`src/rtl/min_sum_pkg.sv`:
```
`default_nettype none
// ============================================================================
//  Module   : min_sum_pkg
//  Purpose  : Shared constants for the min-sum check-node datapath: the
//             default magnitude width and the width of a lane index.
//  Ports    : none (package)
//  Revision : 1.0 - initial release
// ============================================================================
package min_sum_pkg;

  // Default unsigned magnitude width of every tree input and of min1/min2.
  localparam int W_DEFAULT = 5;

  // Index width: eight lanes need three bits.
  localparam int IDX_W = 3;

  // Number of lanes folded by the tree.
  localparam int N_LANES = 8;

endpackage : min_sum_pkg
`default_nettype wire

```
`src/rtl/min_sum_cs_node.sv`:
```
`default_nettype none
// ============================================================================
//  Module   : min_sum_cs_node
//  Purpose  : Combinational compare-select node. Merges two
//             (min, second, idx) tuples into one. The "a" operand is the
//             lower-index (left) side and wins when the two mins are equal,
//             which makes the whole tree resolve ties toward the lowest lane.
//  Ports    : i_a_min/i_a_sec/i_a_idx - left tuple
//             i_b_min/i_b_sec/i_b_idx - right tuple
//             o_min/o_sec/o_idx       - merged tuple
//  Revision : 1.0 - initial release
// ============================================================================
module min_sum_cs_node
  import min_sum_pkg::*;
#(
  parameter int W = W_DEFAULT
) (
  input  wire logic [W-1:0]     i_a_min,
  input  wire logic [W-1:0]     i_a_sec,
  input  wire logic [IDX_W-1:0] i_a_idx,
  input  wire logic [W-1:0]     i_b_min,
  input  wire logic [W-1:0]     i_b_sec,
  input  wire logic [IDX_W-1:0] i_b_idx,
  output logic      [W-1:0]     o_min,
  output logic      [W-1:0]     o_sec,
  output logic      [IDX_W-1:0] o_idx
);

  logic         w_b_wins;
  logic [W-1:0] w_loser_min;
  logic [W-1:0] w_winner_sec;

  // Strict compare: equal mins keep the left operand.
  assign w_b_wins = (i_b_min < i_a_min);

  always_comb begin
    o_min        = i_a_min;
    o_idx        = i_a_idx;
    w_winner_sec = i_a_sec;
    w_loser_min  = i_b_min;
    if (w_b_wins) begin
      o_min        = i_b_min;
      o_idx        = i_b_idx;
      w_winner_sec = i_b_sec;
      w_loser_min  = i_a_min;
    end
    // The runner-up is either the loser's best or the winner's own runner-up.
    o_sec = (w_loser_min < w_winner_sec) ? w_loser_min : w_winner_sec;
  end

endmodule : min_sum_cs_node
`default_nettype wire

```
`src/rtl/min_sum_tree_8.sv`:
```
`default_nettype none
// ============================================================================
//  Module   : min_sum_tree_8
//  Purpose  : Finds the smallest and second smallest of eight unsigned
//             magnitudes plus the lane index of the smallest, using a
//             3-level combinational compare-select tree followed by a single
//             output register stage (latency 1, throughput 1/cycle).
//  Ports    : clk        - clock, rising edge
//             rst_n      - asynchronous active-low reset
//             in_valid   - qualifies x0..x7 this cycle
//             x0..x7     - input magnitudes, x0 is lane 0
//             min1       - smallest input
//             min2       - second smallest input (duplicates counted)
//             min1_index - lane of min1, lowest lane on ties
//             out_valid  - in_valid delayed by one cycle
//  Revision : 1.0 - initial release
// ============================================================================
module min_sum_tree_8
  import min_sum_pkg::*;
#(
  parameter int W = W_DEFAULT
) (
  input  wire logic             clk,
  input  wire logic             rst_n,
  input  wire logic             in_valid,
  input  wire logic [W-1:0]     x0,
  input  wire logic [W-1:0]     x1,
  input  wire logic [W-1:0]     x2,
  input  wire logic [W-1:0]     x3,
  input  wire logic [W-1:0]     x4,
  input  wire logic [W-1:0]     x5,
  input  wire logic [W-1:0]     x6,
  input  wire logic [W-1:0]     x7,
  output logic      [W-1:0]     min1,
  output logic      [W-1:0]     min2,
  output logic      [IDX_W-1:0] min1_index,
  output logic                  out_valid
);

  logic [W-1:0]     w_x      [N_LANES];

  logic [W-1:0]     w_l1_min [4];
  logic [W-1:0]     w_l1_sec [4];
  logic [IDX_W-1:0] w_l1_idx [4];

  logic [W-1:0]     w_l2_min [2];
  logic [W-1:0]     w_l2_sec [2];
  logic [IDX_W-1:0] w_l2_idx [2];

  logic [W-1:0]     w_root_min;
  logic [W-1:0]     w_root_sec;
  logic [IDX_W-1:0] w_root_idx;

  logic [W-1:0]     min1_d,       min1_q;
  logic [W-1:0]     min2_d,       min2_q;
  logic [IDX_W-1:0] min1_index_d, min1_index_q;
  logic             out_valid_d,  out_valid_q;

  assign w_x[0] = x0;
  assign w_x[1] = x1;
  assign w_x[2] = x2;
  assign w_x[3] = x3;
  assign w_x[4] = x4;
  assign w_x[5] = x5;
  assign w_x[6] = x6;
  assign w_x[7] = x7;

  // Level 1: each raw input is a tuple whose "second" is its partner input,
  // so the merged second of a pair is simply the pair's larger value.
  generate
    for (genvar i = 0; i < 4; i++) begin : g_level1
      min_sum_cs_node #(.W(W)) u_node (
        .i_a_min (w_x[2*i]),
        .i_a_sec (w_x[2*i+1]),
        .i_a_idx (IDX_W'(2*i)),
        .i_b_min (w_x[2*i+1]),
        .i_b_sec (w_x[2*i]),
        .i_b_idx (IDX_W'(2*i+1)),
        .o_min   (w_l1_min[i]),
        .o_sec   (w_l1_sec[i]),
        .o_idx   (w_l1_idx[i])
      );
    end : g_level1

    for (genvar j = 0; j < 2; j++) begin : g_level2
      min_sum_cs_node #(.W(W)) u_node (
        .i_a_min (w_l1_min[2*j]),
        .i_a_sec (w_l1_sec[2*j]),
        .i_a_idx (w_l1_idx[2*j]),
        .i_b_min (w_l1_min[2*j+1]),
        .i_b_sec (w_l1_sec[2*j+1]),
        .i_b_idx (w_l1_idx[2*j+1]),
        .o_min   (w_l2_min[j]),
        .o_sec   (w_l2_sec[j]),
        .o_idx   (w_l2_idx[j])
      );
    end : g_level2
  endgenerate

  min_sum_cs_node #(.W(W)) u_root (
    .i_a_min (w_l2_min[0]),
    .i_a_sec (w_l2_sec[0]),
    .i_a_idx (w_l2_idx[0]),
    .i_b_min (w_l2_min[1]),
    .i_b_sec (w_l2_sec[1]),
    .i_b_idx (w_l2_idx[1]),
    .o_min   (w_root_min),
    .o_sec   (w_root_sec),
    .o_idx   (w_root_idx)
  );

  // Results are captured only for qualified input sets and held otherwise.
  always_comb begin
    min1_d       = min1_q;
    min2_d       = min2_q;
    min1_index_d = min1_index_q;
    out_valid_d  = in_valid;
    if (in_valid) begin
      min1_d       = w_root_min;
      min2_d       = w_root_sec;
      min1_index_d = w_root_idx;
    end
  end

  always_ff @(posedge clk or negedge rst_n) begin
    if (!rst_n) begin
      min1_q       <= '0;
      min2_q       <= '0;
      min1_index_q <= '0;
      out_valid_q  <= 1'b0;
    end else begin
      min1_q       <= min1_d;
      min2_q       <= min2_d;
      min1_index_q <= min1_index_d;
      out_valid_q  <= out_valid_d;
    end
  end

  assign min1       = min1_q;
  assign min2       = min2_q;
  assign min1_index = min1_index_q;
  assign out_valid  = out_valid_q;

endmodule : min_sum_tree_8
`default_nettype wire

```
`config.mk`:
```
export PLATFORM = sky130hd
export DESIGN_NAME = min_sum_tree_8
export DESIGN_NICKNAME = d
export VERILOG_FILES = /design/src/rtl/min_sum_pkg.sv /design/src/rtl/min_sum_cs_node.sv /design/src/rtl/min_sum_tree_8.sv
export SDC_FILE = /design/constraint.sdc
export NUM_CORES = 1
export LEC_CHECK = 0
export ABC_AREA = 1
export CORE_MARGIN = 1
export CORE_UTILIZATION = 30
export CTS_BUF_LIST = sky130_fd_sc_hd__clkbuf_2
export DETAILED_ROUTE_END_ITERATION = 12
export GPL_TIMING_DRIVEN = 0
export SYNTH_ARGS = -nofsm -noshare
export SYNTH_HDL_FRONTEND = slang
export SYNTH_SLANG_ARGS = --single-unit
```
`constraint.sdc`:
```
create_clock -name clk -period 1.1 [get_ports clk]
set_clock_uncertainty 0.2 [all_clocks]
set_input_delay 0.22 -clock clk [delete_from_list [all_inputs] [get_ports clk]]
set_output_delay 0.22 -clock clk [all_outputs]
set_load 0.03 [all_outputs]
```
* Word-level counts from Yosys, hierarchy flattened *
Index checks and enable logic that the tools add are counted.

cells by class
  $add $sub $neg = 0
  multipliers = 0
  div/mod/pow operators = 0
  $lt $le $gt $ge = 10
  eq/ne operators = 0
  shift operators = 0
  multiplexer cells = 27
  bitwise logic cells = 0
  reductions and logical operators = 0

operators with widths
  cell          number
  $mux W5       20
  $lt A5 B5 Y1  10
  $mux W1       4
  $mux W2       2
  $mux W3       1

storage, ports and cells
  bits in registers = 14
  latch bits = 0
  bits in writable memories = 0
  ROM bits = 0
  memories kept = 0

* Logic depth before layout (Yosys ltp) *
Gate-level depths: netlist (run 1).

  depth after elaboration = 9
  gate-level depth with buffers = 35
  gate-level depth less buffers = 35

* Cells and area by module *
A second synthesis (run 1) with hierarchy kept.

unflattened totals
  cell total of the unflattened synthesis = 738
  area, all modules = 5049.8 um^2

modules (own cells, without submodules)
  module                                     instances  cells each  area an instance (um^2)
  min_sum_cs_node at g_level1[0].u_node ...  6          97          645.6
  min_sum_cs_node at u_root                  1          98          649.4
  min_sum_tree_8                             1          58          526.8

* Worst setup path before layout (run 1) *
OpenSTA, ideal clock, no wires.

  kind = input -> register
  start = in x6[4]
  end = reg min2_q[0] (netlist: min2[0])
  arrival time = 4949 ps
  setup slack = -4167 ps
  stages = 28
  path through = inv_1 ha_1 a21oi_1 nand3_2 buf_6 clkbuf_1 a21oi_1 ha_1 a21oi_1 nand2_4 buf_2 o21ai_0 ha_1 a21oi_1 nor2_1 a211oi_1 nand2_4 nand2_1 o21ai_1 nand2_1 nand2_1 ha_1 a21oi_1 nor2_1 a211oi_1 nand3_1 nand3_1 nand2_1

between the ends
  cells in the longest elaborated chain, start to end = 9

RTL lines
  item                  line                   source
  from (decl)           min_sum_tree_8.sv:32   input wire logic [W-1:0] x6,
  $lt A5 B5 Y1          min_sum_cs_node.sv:34  assign w_b_wins = (i_b_min < i_a_min);
  $mux W5               min_sum_cs_node.sv:41  if (w_b_wins) begin
  $lt A5 B5 Y1          min_sum_cs_node.sv:34
  $mux W5               min_sum_cs_node.sv:41
  $lt A5 B5 Y1          min_sum_cs_node.sv:48  o_sec = (w_loser_min < w_winner_sec) ? w_loser_min : w_winner_sec;
  $mux W5               min_sum_cs_node.sv:48
  $mux W5               min_sum_cs_node.sv:41
  $lt A5 B5 Y1          min_sum_cs_node.sv:48
  $mux W5 (*)           min_sum_cs_node.sv:48
  to (signal assigned)  min_sum_tree_8.sv:133  min2_q <= min2_d;
  to (decl)             min_sum_tree_8.sv:55   logic [W-1:0] min2_d, min2_q;

Mark *: on every way between the ends. The rest lies on a longest branch, timed or not.
A chain may end at the register's enable or synchronous reset.

* Worst setup path after layout (run 1) *
  start = in x7[3]
  end = reg min2_q[0] (netlist: min2[0])

between the ends
  cells in the longest elaborated chain, start to end = 9

RTL lines
  item          line                   source
  from (decl)   min_sum_tree_8.sv:33   input wire logic [W-1:0] x7,
  $lt A5 B5 Y1  min_sum_cs_node.sv:34
  $mux W5       min_sum_cs_node.sv:41
  $lt A5 B5 Y1  min_sum_cs_node.sv:34
  $mux W5       min_sum_cs_node.sv:41
  $lt A5 B5 Y1  min_sum_cs_node.sv:48
  $mux W5       min_sum_cs_node.sv:48
  $mux W5       min_sum_cs_node.sv:41
  $lt A5 B5 Y1  min_sum_cs_node.sv:48
  $mux W5 (*)   min_sum_cs_node.sv:48

Marked as above.

==> metrics.txt, run 1 <==
outcome complete, but fails checks; failing checks setup timing; CTS max path bufs 2; Worst IR Drop VDD 1130 µV; Finished Layout Cells 761; vias in the first global route 3740; Slew headroom 58.8%; top-count cell post-synth nand2_1; maxcap violations 0; top cell type's share of synthesized area 21.4%; Layout Nets 731; Area contributors post-synth nand2_1 (21%), ha_1 (16%), dfrtp_1 (12%), o21ai_0 (8.6%), inv_1 (7.4%); critical path endpoint category register; Worst Hold Class in2async; Ports 57; YS warnings 0; Crit Path Class in2reg; Startpoint Class input pin; Hold Vio Cnt, Final 0; later-pin clock latency in the skew report 0.27 ns; GRT Util Overall 20.2%; ys flop type dfrtp_1; gr ovfl total 0; Post-Synthesis Cells 471; # H-tree levels 1; WL final 10100 µm; Root Buffer clkbuf_2; final-report max-slew violation count 0; Via density 5.00; Ant. Diodes 0; Die W 99.3 µm; dpl cells 638; TNS Setup -38.93 ns; top cells by count, synth nand2_1 (162), inv_1 (56), o21ai_0 (49), ha_1 (36), nor2_1 (22); first-pass GRT wire length 16500 µm; Post-Syn Area 0.00284 mm²; Final Cycle Share 421%; Num Clock Sinks 14; drt first-iter violations 136; wire length per cell 13.3 µm; Setup WS post-layout -3.53 ns; max incr delay on CP 0.25 ns; Worst Path Arrival 4.66 ns; CP bufs+invs 7; final setup fails 27; RSZ-0062 raised after global routing yes; filler instances 831; PwrDens 2520 mW/mm²; Leak 2.63 nW; hpwl dp 6530 µm; Async SR Flop Fraction 100%; Peak Freq 216 MHz; mean post-synth cell area 6.03 µm²; cts hold-fix bufs 0; vias post-DR 3808; die area 0.00986 mm²; core area 0.00920 mm²; Final Total Pwr 13.6 mW; Max FO, Critical Path 7; share of layout cells above drive strength 1 56.0%; Hold WS 0.113 ns; min Tclk post-route 4.63 ns; gpl congestion 0.877; drc violations 0; port bufs 56; TritonRoute pass-1 iters 4; Row Count 35; sequential fraction of the synthesis area 12.3%; Die H 99.3 µm; initial antenna violation count 0; CP max stage cell ha_4; Reg clk slew, reported paths 0.12 ns; initial cell density of the core 30.9%; TritonCTS clock tree yes; area growth from synthesis to layout 89.6%; leading area contributor after synthesis nand2_1; pin count of the biggest net entering global routing 15; flops & latches, synth 14; ANT nets after route 0; placed cell areas 0.00392 mm²; CTS Buf Count 3; Critical Path RT 1.13 ns; Largest delay share family, worst path compound AO/OA/AOI/OAI gates; Synth cell types 28; Post-Syn Nets 550; Slew @ Worst Pin 0.615 ns; final instance area 0.00539 mm²; Post-synth EDFFs 0
-- flip-flops by register name (all words and copies together), names as in the netlist --
| register | flops |
|---|---|
| min1_index | 3 |
| out_valid | 1 |
| min1 | 5 |
| min2 | 5 |
-- report_power, final --
part           switching (mW)  total (mW)  internal, mW
logic                    6.59        12.4          5.79
clock network           0.159       0.233        0.0743
registers               0.167       0.943         0.776
-- timing repair --
action,4_1_cts,5_1_grt
cloned,7,0
pin swaps,91,77
setup buffers,90,27
resized for setup,334,70
setup endpoints to repair,27,27
-- worst paths after layout --
path | startpoint | endpoint | slack [ns] | cells past startpoint
worst min register to register | min2[0] | min2[0] | 0.32 | 2
worst max register to register | min1[0] | min1[0] | 0.12 | 2
worst min-delay path | rst_n | out_valid | 0.11 | 1
min in group clk | in_valid | out_valid | 0.30 | 1
worst max-delay path | x7[3] | min2[0] | -3.53 | 34
max in group asynchronous | rst_n | min1_index[1] | 0.20 | 1
-- layout by cell type (no fill, tap or decap), types with 2 or more instances in the layout --
cell type	n
ha_1	10
inv_1	36
o211ai_1	11
buf_2	26
o21ai_1	21
a21oi_4	13
a21oi_1	3
o21ai_2	15
clkbuf_16	3
nor2_1	10
inv_2	16
dfrtp_1	14
a21oi_2	7
nor2_4	6
nand3_4	3
nand2_1	123
o21a_1	3
nand3_1	17
clkbuf_2	5
nand3_2	5
nand2_2	50
o21ai_0	16
nand4_1	9
buf_6	31
dlymetal6s2s_1	2
nor2_2	7
a211oi_2	2
clkdlybuf4s50_1	2
o21ai_4	8
ha_4	25
dlygate4sd2_1	6
inv_4	4
nand2_4	18
buf_4	107
buf_8	5
-- cell type report --
class                   instances  area, µm²  share of cell area (%)
plain buffers                  13        189                    3.51
clock buffers                   3       15.0                   0.279
flip-flops and latches         14        350                    6.51
well taps                     111        139                    2.58
multi-input cells             388       3070                    57.0
inverters                      59        253                    4.69
repair buffers                173       1370                    25.4
-- metal layers --
layer | share of wire (%) | up-vias | track usage [%] | wire (µm)
met3 | 3.6 | 23 | 1.12 | 368
met2 | 51 | 100 | 38.2 | 5220
met1 | 43 | 1764 | 24.7 | 4330
met4 | 2.2 | 0 | 4.86 | 223
met5 | 0 | - | 0 | 0
li1 | - | 1921 | - | -
-- logic make-up after synthesis --
kind of cell | synth area share, %
buffers and inverters | 10.3
AOI/OAI and AO/OA | 21.9
and+or+nand+nor | 39.6
DFF | 12.3
adders and majority gates | 15.9
-- stage by stage --
step	utilization [%]	worst slack, ns
after detailed placement	42.7	-4.74
after CTS	54.3	-3.33
final	58.6	-3.53
after floorplan	-	-3.46
after global placement	42.7	-4.66
after global routing	58.6	-3.73
Note: power is estimated with default switching activity, not from simulation.
==> inputs of run 2 (changes only) <==
- SLEW_MARGIN: unset -> 40
==> results of run 2 <==
The final DEF is identical to that of run 1; final timing and power are the same.
==> inputs of run 3 (changes only) <==
- RECOVER_POWER: unset -> 50
==> run 3 against run 2 <==
- the run still ends with setup timing left
- sequential power is essentially flat
- highest routed layer unchanged
- register-to-register slack barely moved
- power barely moved
- non-clock buffer count did not move
- largest cell class unchanged
- critical path type unchanged
==> metrics.txt, run 3 (synthesized netlist as in run 1, its figures left out) <==
outcome complete, but fails checks; failing checks setup timing; final-report max-slew violation count 0 (unchanged); core area 0.00920 mm² (unchanged); Final Cycle Share 421% (about the same); worst setup path startpoint x7[3]; drc violations 0 (unchanged); cts hold-fix bufs 0 (unchanged); final instance area 0.00539 mm² (unchanged); Setup WS post-layout -3.53 ns (-0.0000200 ns); Worst IR Drop VDD 1130 µV (unchanged); wire length per cell 13.3 µm (about the same); TritonCTS clock tree yes; CP max stage cell ha_4; ANT nets after route 0 (unchanged); Slew @ Worst Pin 0.615 ns (unchanged); Leak 2.63 nW (about the same); dpl ws -4.74 ns (unchanged); Max FO, Critical Path 7 (unchanged); Peak Freq 216 MHz (about the same); Worst Hold Class in2async; reg-to-reg critical path startpoint min1[0]; Die W 99.3 µm (unchanged); Reg clk slew, reported paths 0.12 ns (about the same); Die H 99.3 µm (unchanged); CTS max path bufs 2 (unchanged); maxcap violations 0 (unchanged); critical path endpoint category register; Crit Path Class in2reg; Startpoint Class input pin; share of layout cells above drive strength 1 56.0% (unchanged); TNS Setup -38.93 ns (-0.000300 ns); # H-tree levels 1 (unchanged); later-pin clock latency in the skew report 0.27 ns (about the same); initial antenna violation count 0 (unchanged); Num Clock Sinks 14 (unchanged); gpl congestion 0.877 (unchanged); pin count of the biggest net entering global routing 15 (unchanged); most frequent cells in the layout nand2_1 (123), buf_4 (107), nand2_2 (50); GRT Util Overall 20.2% (unchanged); Ant. Diodes 0 (unchanged); port bufs 56 (unchanged); drt first-iter violations 136 (unchanged); RSZ-0062 raised after global routing yes; vias in the first global route 3740 (unchanged); Row Count 35 (unchanged); TritonRoute pass-1 iters 4 (unchanged); min Tclk post-route 4.63 ns (+0.0000200 ns); first-pass GRT wire length 16500 µm (unchanged); vias post-DR 3808 (unchanged); Root Buffer clkbuf_2; Critical Path RT 1.13 ns (about the same); max incr delay on CP 0.25 ns (about the same); placed cell areas 0.00392 mm² (unchanged); Via density 5.00 (unchanged); final setup fails 27 (unchanged); Hold Vio Cnt, Final 0 (unchanged); initial cell density of the core 30.9% (unchanged); Layout Nets 731 (unchanged); PwrDens 2520 mW/mm² (about the same); Final Total Pwr 13.6 mW (about the same); WL final 10100 µm (about the same); Slew headroom 58.8% (unchanged); die area 0.00986 mm² (unchanged); hpwl dp 6530 µm (unchanged); Worst Path Arrival 4.66 ns (about the same); area growth from synthesis to layout 89.6% (unchanged); CTS Buf Count 3 (unchanged); most common cell after layout, fill and taps aside nand2_1; Ports 57 (unchanged); gr ovfl total 0 (unchanged); final core occ 58.6% (unchanged)
==> run 3: changes by cell type in the layout (fill, tap and decap cells not counted) <==
cell / before / now
clkdlybuf4s50_1: 2 / 1
dlygate4sd3_1: 0 / 1
==> run 3: stage by stage <==
stage / std cells / hold WS [ns]
after floorplan: 471 / -0.276
after global placement: 638 / 0.256
after detailed placement: 638 / 0.259
after CTS: 738 / 0.137
after global routing: 761 / 0.157
final: 761 / 0.113
==> run 3: cell type report <==
cell class,instances,area [µm²]
fill,831,3810
multi-input combinational,388,3070
timing repair buffer,173,1370
sequential,14,350
inverter,59,253
buffer,13,189
tap,111,139
clock buffer,3,15.0
==> run 3: where the power goes <==
group / switching [mW] / internal, mW
Clock: 0.159 / 0.0743
Sequential: 0.167 / 0.776
Combinational: 6.59 / 5.79
Total: 6.92 / 6.64
==> run 3: repair_timing <==
| item | CTS | global route |
|---|---|---|
| cloned | 7 | 0 |
| endpoints found under the setup margin | 27 | 27 |
| pin swaps | 91 | 77 |
| resized for setup | 334 | 70 |
| buffers inserted | 90 | 27 |
==> run 3: metal layers <==
layer,track usage [%],wire (µm),vias up
met2,38.2,5220,100
met4,4.86,223,0
met5,0,0,-
li1,-,-,1921
met1,24.7,4330,1764
met3,1.12,368,23
==> run 3: worst paths after layout <==
path,to,slack (ns),depth (start not counted)
setup / recovery,min2[0],-3.53,34
hold / removal,out_valid,0.11,1
setup reg to reg,min1[0],0.12,2
hold reg to reg,min2[0],0.32,2
max in group asynchronous,min1_index[1],0.20,1
min in group clk,min2[0],0.32,2
==> run 3: worst max-delay path, delay by kind of cell <==
kind / cells / cell delay (ns)
AO/OA/AOI/OAI: 8 / 1.31
buffers and inverters: 7 / 0.99
AND/OR/NAND/NOR: 15 / 1.18
adder cells (fa/ha/maj): 4 / 0.96
